`config.mk`:
```
export PLATFORM = sky130hd
export DESIGN_NAME = rf_wport_sched
export DESIGN_NICKNAME = d
export VERILOG_FILES = /design/src/rtl/rf_wport_sched.sv
export SDC_FILE = /design/constraint.sdc
export NUM_CORES = 1
export LEC_CHECK = 0
export ABC_AREA = 1
export CAP_MARGIN = 20
export CORE_MARGIN = 2
export CORE_UTILIZATION = 53
export CTS_CLUSTER_DIAMETER = 60
export DETAILED_ROUTE_END_ITERATION = 16
export HOLD_SLACK_MARGIN = 0.08
export PLACE_DENSITY_LB_ADDON = 0.1
export SLEW_MARGIN = 0
export SYNTH_ARGS = -nofsm -noshare
export SYNTH_HDL_FRONTEND = slang
export SYNTH_SLANG_ARGS = --single-unit
```
`constraint.sdc`:
```
create_clock -name clk -period 5.6 [get_ports clk]
set_clock_uncertainty 0.15 [all_clocks]
set_input_delay 0.84 -clock clk [delete_from_list [all_inputs] [get_ports clk]]
set_output_delay 0.84 -clock clk [all_outputs]
set_load 0.005 [all_outputs]
```
`src/rtl/rf_wport_sched.sv`:
```
// rf_wport_sched: merges WB and long-latency results onto one RF write port, with a pending-destination hazard scoreboard.
// Optional RF_WPORT_STATS_EN adds starve_cnt and max_occ statistics outputs.
module rf_wport_sched #(
    parameter int DATA_W     = 32,
    parameter int ADDR_W     = 5,
    parameter int FIFO_DEPTH = 2
) (
    input  logic              clk,
    input  logic              rst,
    input  logic              wb_we,
    input  logic [ADDR_W-1:0] wb_waddr,
    input  logic [DATA_W-1:0] wb_wdata,
    input  logic              lu_valid,
    output logic              lu_ready,
    input  logic [ADDR_W-1:0] lu_waddr,
    input  logic [DATA_W-1:0] lu_wdata,
    input  logic              issue_valid,
    input  logic [ADDR_W-1:0] issue_waddr,
    input  logic              id_re1,
    input  logic [ADDR_W-1:0] id_raddr1,
    input  logic              id_re2,
    input  logic [ADDR_W-1:0] id_raddr2,
    input  logic              id_we,
    input  logic [ADDR_W-1:0] id_waddr,
    output logic              hazard_stall,
    output logic              rf_we,
    output logic [ADDR_W-1:0] rf_waddr,
    output logic [DATA_W-1:0] rf_wdata,
`ifdef RF_WPORT_STATS_EN
    output logic [15:0]                   starve_cnt,
    output logic [$clog2(FIFO_DEPTH):0]   max_occ,
`endif
    output logic [ADDR_W:0]   pending_cnt
);
    localparam int PW   = $clog2(FIFO_DEPTH);
    localparam int NREG = 1 << ADDR_W;

    logic [ADDR_W-1:0] addr_mem [FIFO_DEPTH];
    logic [DATA_W-1:0] data_mem [FIFO_DEPTH];
    logic [PW-1:0]     rd_ptr, wr_ptr;
    logic [PW:0]       count;
    logic [NREG-1:0]   pending, busy;
    logic [ADDR_W-1:0] head_addr;
    logic [DATA_W-1:0] head_data;
    logic              empty, push, drain, clr, set, inc, dec;

    always_comb begin
        head_addr    = addr_mem[rd_ptr];
        head_data    = data_mem[rd_ptr];
        empty        = count == '0;
        lu_ready     = !rst && (count < (PW+1)'(FIFO_DEPTH));
        push         = lu_valid && lu_ready;
        drain        = !rst && !wb_we && !empty;
        clr          = drain && head_addr != '0;
        rf_we        = !rst && (wb_we || clr);
        rf_waddr     = rst ? '0 : wb_we ? wb_waddr : drain ? head_addr : '0;
        rf_wdata     = rst ? '0 : wb_we ? wb_wdata : drain ? head_data : '0;
        // a register drained this cycle is forwarded by the RF bypass, so it is not busy
        busy         = pending & ~(NREG'(clr) << head_addr);
        hazard_stall = !rst && ((id_re1 && busy[id_raddr1]) || (id_re2 && busy[id_raddr2]) ||
                                (id_we && busy[id_waddr]) || (issue_valid && busy[issue_waddr]));
        set          = issue_valid && !hazard_stall && issue_waddr != '0;
        inc          = set && !pending[issue_waddr];
        dec          = clr && pending[head_addr] && !(set && issue_waddr == head_addr);
    end

    always_ff @(posedge clk) begin
        if (push) begin
            addr_mem[wr_ptr] <= lu_waddr;
            data_mem[wr_ptr] <= lu_wdata;
        end
    end

    always_ff @(posedge clk) begin
        if (rst) begin
            rd_ptr      <= '0;
            wr_ptr      <= '0;
            count       <= '0;
            pending     <= '0;
            pending_cnt <= '0;
        end else begin
            if (push) wr_ptr <= wr_ptr + 1'b1;
            if (drain) rd_ptr <= rd_ptr + 1'b1;
            count <= count + (PW+1)'(push) - (PW+1)'(drain);
            if (clr) pending[head_addr] <= 1'b0;
            if (set) pending[issue_waddr] <= 1'b1;
            pending_cnt <= pending_cnt + (ADDR_W+1)'(inc) - (ADDR_W+1)'(dec);
        end
    end

`ifdef RF_WPORT_STATS_EN
    always_ff @(posedge clk) begin
        if (rst) begin
            starve_cnt <= '0;
            max_occ    <= '0;
        end else begin
            if (!empty && wb_we && starve_cnt != '1) starve_cnt <= starve_cnt + 1'b1;
            if (count > max_occ) max_occ <= count;
        end
    end
`endif
endmodule

```
==> results.txt <==
The run finished with clean final reports. Via density per instance: 5.76. The most common cell type on the critical path is sky130_fd_sc_hd__nand2_1. Entering global routing, the biggest net connects 75 pins. The final worst-path cycle share works out to 91.7%. The kind of cell with the highest combined delay on the critical path was simple AND/OR/NAND/NOR gates. Antenna cell count: 0. The run gives 0 as the number of pins exceeding their max-slew limit in the final report. The die is 123 µm wide. The tree is rooted in a sky130_fd_sc_hd__clkbuf_16.

Final design area excluding fillers: 0.00977 mm². In this design, the stage delay of the slowest critical-path cell is 0.56 ns. The maximum clock frequency is 195 MHz, and the number of I/O port buffers is 147. The standby leakage power is 3.81 nW, and the relative contribution of the clock network to total power is 40.1%. The critical path goes through clkinv_2 -> nand2_1 -> nand2_1 -> nand3_1 -> nand4_1 -> nand2_1 -> nand2_1 -> nand4_1 -> nand3_1 -> nand2_1 -> inv_1 -> nand2_1 -> nand2_1 -> o21ai_4 -> buf_4 -> inv_1 -> clkdlybuf4s50_1. Of the total power, the share spent switching nets is 29.5%. The run gives 0 as the final setup violation count. The number of warnings reported in the yosys synthesis log came out at 0. Buffers added to address setup during post-CTS repair amount to 0. The number of buffers and inverters on the critical path works out to 5. Measured along the y axis, the die boundary spans 123 µm.

Summing all multi-input logic gate instances after layout gives 0.00387 mm². The run gives 1.02 as the global placement routability congestion. The run gives 4.14 ns as the data arrival time at the worst-slack endpoint. The number of levels in the clock H-tree is 4, and the worst vdd rail ir drop is 0.000234 V. The number of hold buffers added after CTS was 0. The worst setup path is launched from a flop. After routing, the total negative slack on setup checks comes to 0 ns. On the final layout, the worst hold slack is 0.427 ns. The initial antenna violation count was 0; the area growth from synthesis to layout was 29.8%. The number of distinct library cells after synthesis is 44. For the worst-skew pair, the clock arrives at the later sink with an insertion delay of 0.42 ns. The detail route stage leaves a number of antenna-violating nets equal to 0. The type of element capturing the critical path was an output port. The cell row count was 43. Clock-pin slew was measured on the worst setup and hold paths at 0.06 ns. The cell type with the largest total area after synthesis is sky130_fd_sc_hd__edfxtp_1. Ranked by total cell area, the synthesized netlist is headed by sky130_fd_sc_hd__edfxtp_1 30%, sky130_fd_sc_hd__nand2_1 18%, sky130_fd_sc_hd__dfxtp_1 11%. A synthesized cell averages 7.10 µm². The routed design has 24900 µm of wire.

Dividing total power by cell area gives a power density of 272 mW/mm². The startpoint identified for the worst hold timing path is wr_ptr. The fill cell instance count of the final layout is 1161. The placeable core area came out at 0.0139 mm². In this run the worst hold path is classified as flop to flop. Of the total power, combinational logic draws 22.4%. For this design the total switching power over the nets is 0.785 mW. Global routing consumed, over all layers together, 33.3% of the routing resources. The cell internal power dissipation was 1.87 mW; the mapped cell area was 0.00753 mm². The placed wire-length estimate was 18100 µm. The run gives 7367 as the via count of the first global-routing pass. Among all flip-flop cells after synthesis, the most frequent one is sky130_fd_sc_hd__edfxtp_1.

The final-report hold violation count is 0, and the register share of total power is 37.5%. Clock tree synthesis inserted a total of 17 buffers. The critical path is of the flop to output port type. The logs give 2 for the number of buffers on the longest clock path and 70.4% for the final core area utilization. The floorplan step defined a die boundary enclosing 0.0152 mm². For this design the top-level I/O count stands at 148. Setup repair after global routing left no endpoint under its margin.

In the final routed layout, each cell accounts on average for 17.9 µm. Counting flops and latches in the post-synthesis netlist gives 117. For this configuration, the core starts out at a cell density of 54.2%. The relative slew slack is 45.1%, and the fraction of synthesis flops using an asynchronous set or reset pin is 0%. The total overflow left after global routing is 0. The peak fanout along the critical path was 32.

The share of the synthesized area in the top cell type works out to 29.5%. Counting every instance in the synthesized netlist gives 1061. The footprint of the flip-flops and latches came out at 0.00308 mm².

The transition time at the pin with the least slew margin was 0.823 ns. Once placement finished, the instance area stood at 0.00915 mm². Before antenna repair, the detailed router went through 7 iterations. For this run, the post-layout net count is 1309. Counting every net in the synthesized netlist gives 1172.

The number of sinks on the clock net is 117, and the required arrival time at the worst endpoint is 4.61 ns. Across all layers, the routed design uses 8017 vias. In the final layout, the share of cells above drive strength 1 is 8.26%.

The count of maximum capacitance violations was 0; the minimum clock period was 5.13 ns. TritonCTS built the clock tree. The largest individual stage delay along the critical path comes from the cell sky130_fd_sc_hd__dfxtp_2. Yosys mapped a number of flops with a built-in enable equal to 74. The first-pass GRT wire length came out at 38600 µm. Sequential cell area fraction in the yosys report: 41.0%. For this run, design rule violations remaining after detail routing come to 0. After the first detailed-routing iteration, the DRC count stood at 991.
-- tightest hold or removal path: stages, from the launching register on --
cell and delay, ns:
sky130_fd_sc_hd__dfxtp_1 0.34, sky130_fd_sc_hd__a21oi_1 0.13, sky130_fd_sc_hd__nor3_1 0.05
-- power by group through the flow --
stage / sequential [mW] / combinational [mW] / clock (mW)
global route: 1.00 / 0.659 / 1.11
floorplan: 1.01 / 0.351 / 0
finish: 0.996 / 0.597 / 1.07
global placement: 1.01 / 0.570 / 0
detailed placement: 1.01 / 0.583 / 0
CTS: 0.997 / 0.589 / 1.07
-- registers in the layout, summed over array words and instances (netlist names), named ones only --
register     cells
addr_mem        10
count            2
data_mem        64
pending         32
pending_cnt      6
rd_ptr           1
wr_ptr           1
-- metrics by stage --
| step | cells | total power, mW | setup WS (ns) |
|---|---|---|---|
| after floorplan | 1061 | 1.36 | 1.23 |
| after global placement | 1356 | 1.58 | 0.402 |
| after detailed placement | 1356 | 1.60 | 0.304 |
| after CTS | 1388 | 2.66 | 0.214 |
| after global routing | 1391 | 2.77 | 0.190 |
| final | 1391 | 2.66 | 0.466 |
-- layout make-up --
type                            instances  share of cell area [%]
Clock buffer                           17                    4.35
Clock inverter                         15                    1.57
Inverter                               92                    3.55
Multi-Input combinational cell        799                    39.6
Sequential cell                       117                    31.6
Tap cell                              180                    2.30
Timing Repair Buffer                  171                    17.1
-- worst paths after layout --
kind	slack, ns	end	cells past startpoint
worst max-delay path	0.47	hazard_stall	17
worst min-delay path	0.43	wr_ptr	2
worst max register to register	0.63	pending_cnt[4]	26
worst min register to register	0.43	wr_ptr	2
-- layer usage --
| metal | routed length (µm) | global-route usage (%) | up-vias |
|---|---|---|---|
| li1 | - | - | 3852 |
| met1 | 10600 | 45.4 | 3707 |
| met2 | 11500 | 52.7 | 409 |
| met3 | 2250 | 8.16 | 49 |
| met4 | 492 | 9.87 | 0 |
| met5 | 0 | 0 | - |
-- cells in the mapped netlist, types with 2 or more instances --
master                     instances
sky130_fd_sc_hd__inv_2             4
sky130_fd_sc_hd__nand2_4           4
sky130_fd_sc_hd__o21ai_0          13
sky130_fd_sc_hd__clkinv_1          8
sky130_fd_sc_hd__a22oi_1          16
sky130_fd_sc_hd__nor3_1            3
sky130_fd_sc_hd__nor2_2            7
sky130_fd_sc_hd__nand3_1         124
sky130_fd_sc_hd__nand2_2          13
sky130_fd_sc_hd__edfxtp_1         74
sky130_fd_sc_hd__ha_1              8
sky130_fd_sc_hd__nand2_1         358
sky130_fd_sc_hd__nor2_1           59
sky130_fd_sc_hd__nand3b_1          2
sky130_fd_sc_hd__inv_1            79
sky130_fd_sc_hd__nor4_1            2
sky130_fd_sc_hd__nor2_4            3
sky130_fd_sc_hd__xor2_1            6
sky130_fd_sc_hd__dfxtp_1          43
sky130_fd_sc_hd__a21oi_1         102
sky130_fd_sc_hd__buf_6             6
sky130_fd_sc_hd__o221ai_1          3
sky130_fd_sc_hd__buf_1            10
sky130_fd_sc_hd__nand3_2           5
sky130_fd_sc_hd__clkbuf_1         36
sky130_fd_sc_hd__nand4_1          42
sky130_fd_sc_hd__o22ai_1          13
sky130_fd_sc_hd__o21ai_4           2
-- cell usage in the layout (no fill, tap or decap), drive strengths merged, types with 6 or more instances in the layout --
cell	synthesis	layout
nand2	375	375
clkdlybuf4s50	0	146
nand3	129	129
a21oi	102	102
inv	83	86
edfxtp	74	74
nor2	69	69
dfxtp	43	43
nand4	42	42
buf	17	25
clkbuf	36	17
o21ai	17	17
a22oi	16	16
clkinv	9	16
o22ai	13	13
ha	8	8
xor2	6	6
-- timing repair --
item	CTS	global route
gates resized for setup	0	1
setup endpoints to repair	0	2
endpoints found under the hold margin	0	0
-- logic make-up (layout without fill, tap and decap cells) --
| family | after synthesis | after routing | synth area share (%) |
|---|---|---|---|
| AO/OA/AOI/OAI | 159 | 159 | 12.1 |
| XOR/XNOR | 6 | 6 | 0.698 |
| adder cells (fa/ha/maj) | 9 | 9 | 1.60 |
| buffers and inverters | 145 | 295 | 7.89 |
| flip-flops | 117 | 117 | 41.0 |
| AND/OR/NAND/NOR | 625 | 625 | 36.7 |
Note: power is estimated with default switching activity, not from simulation.
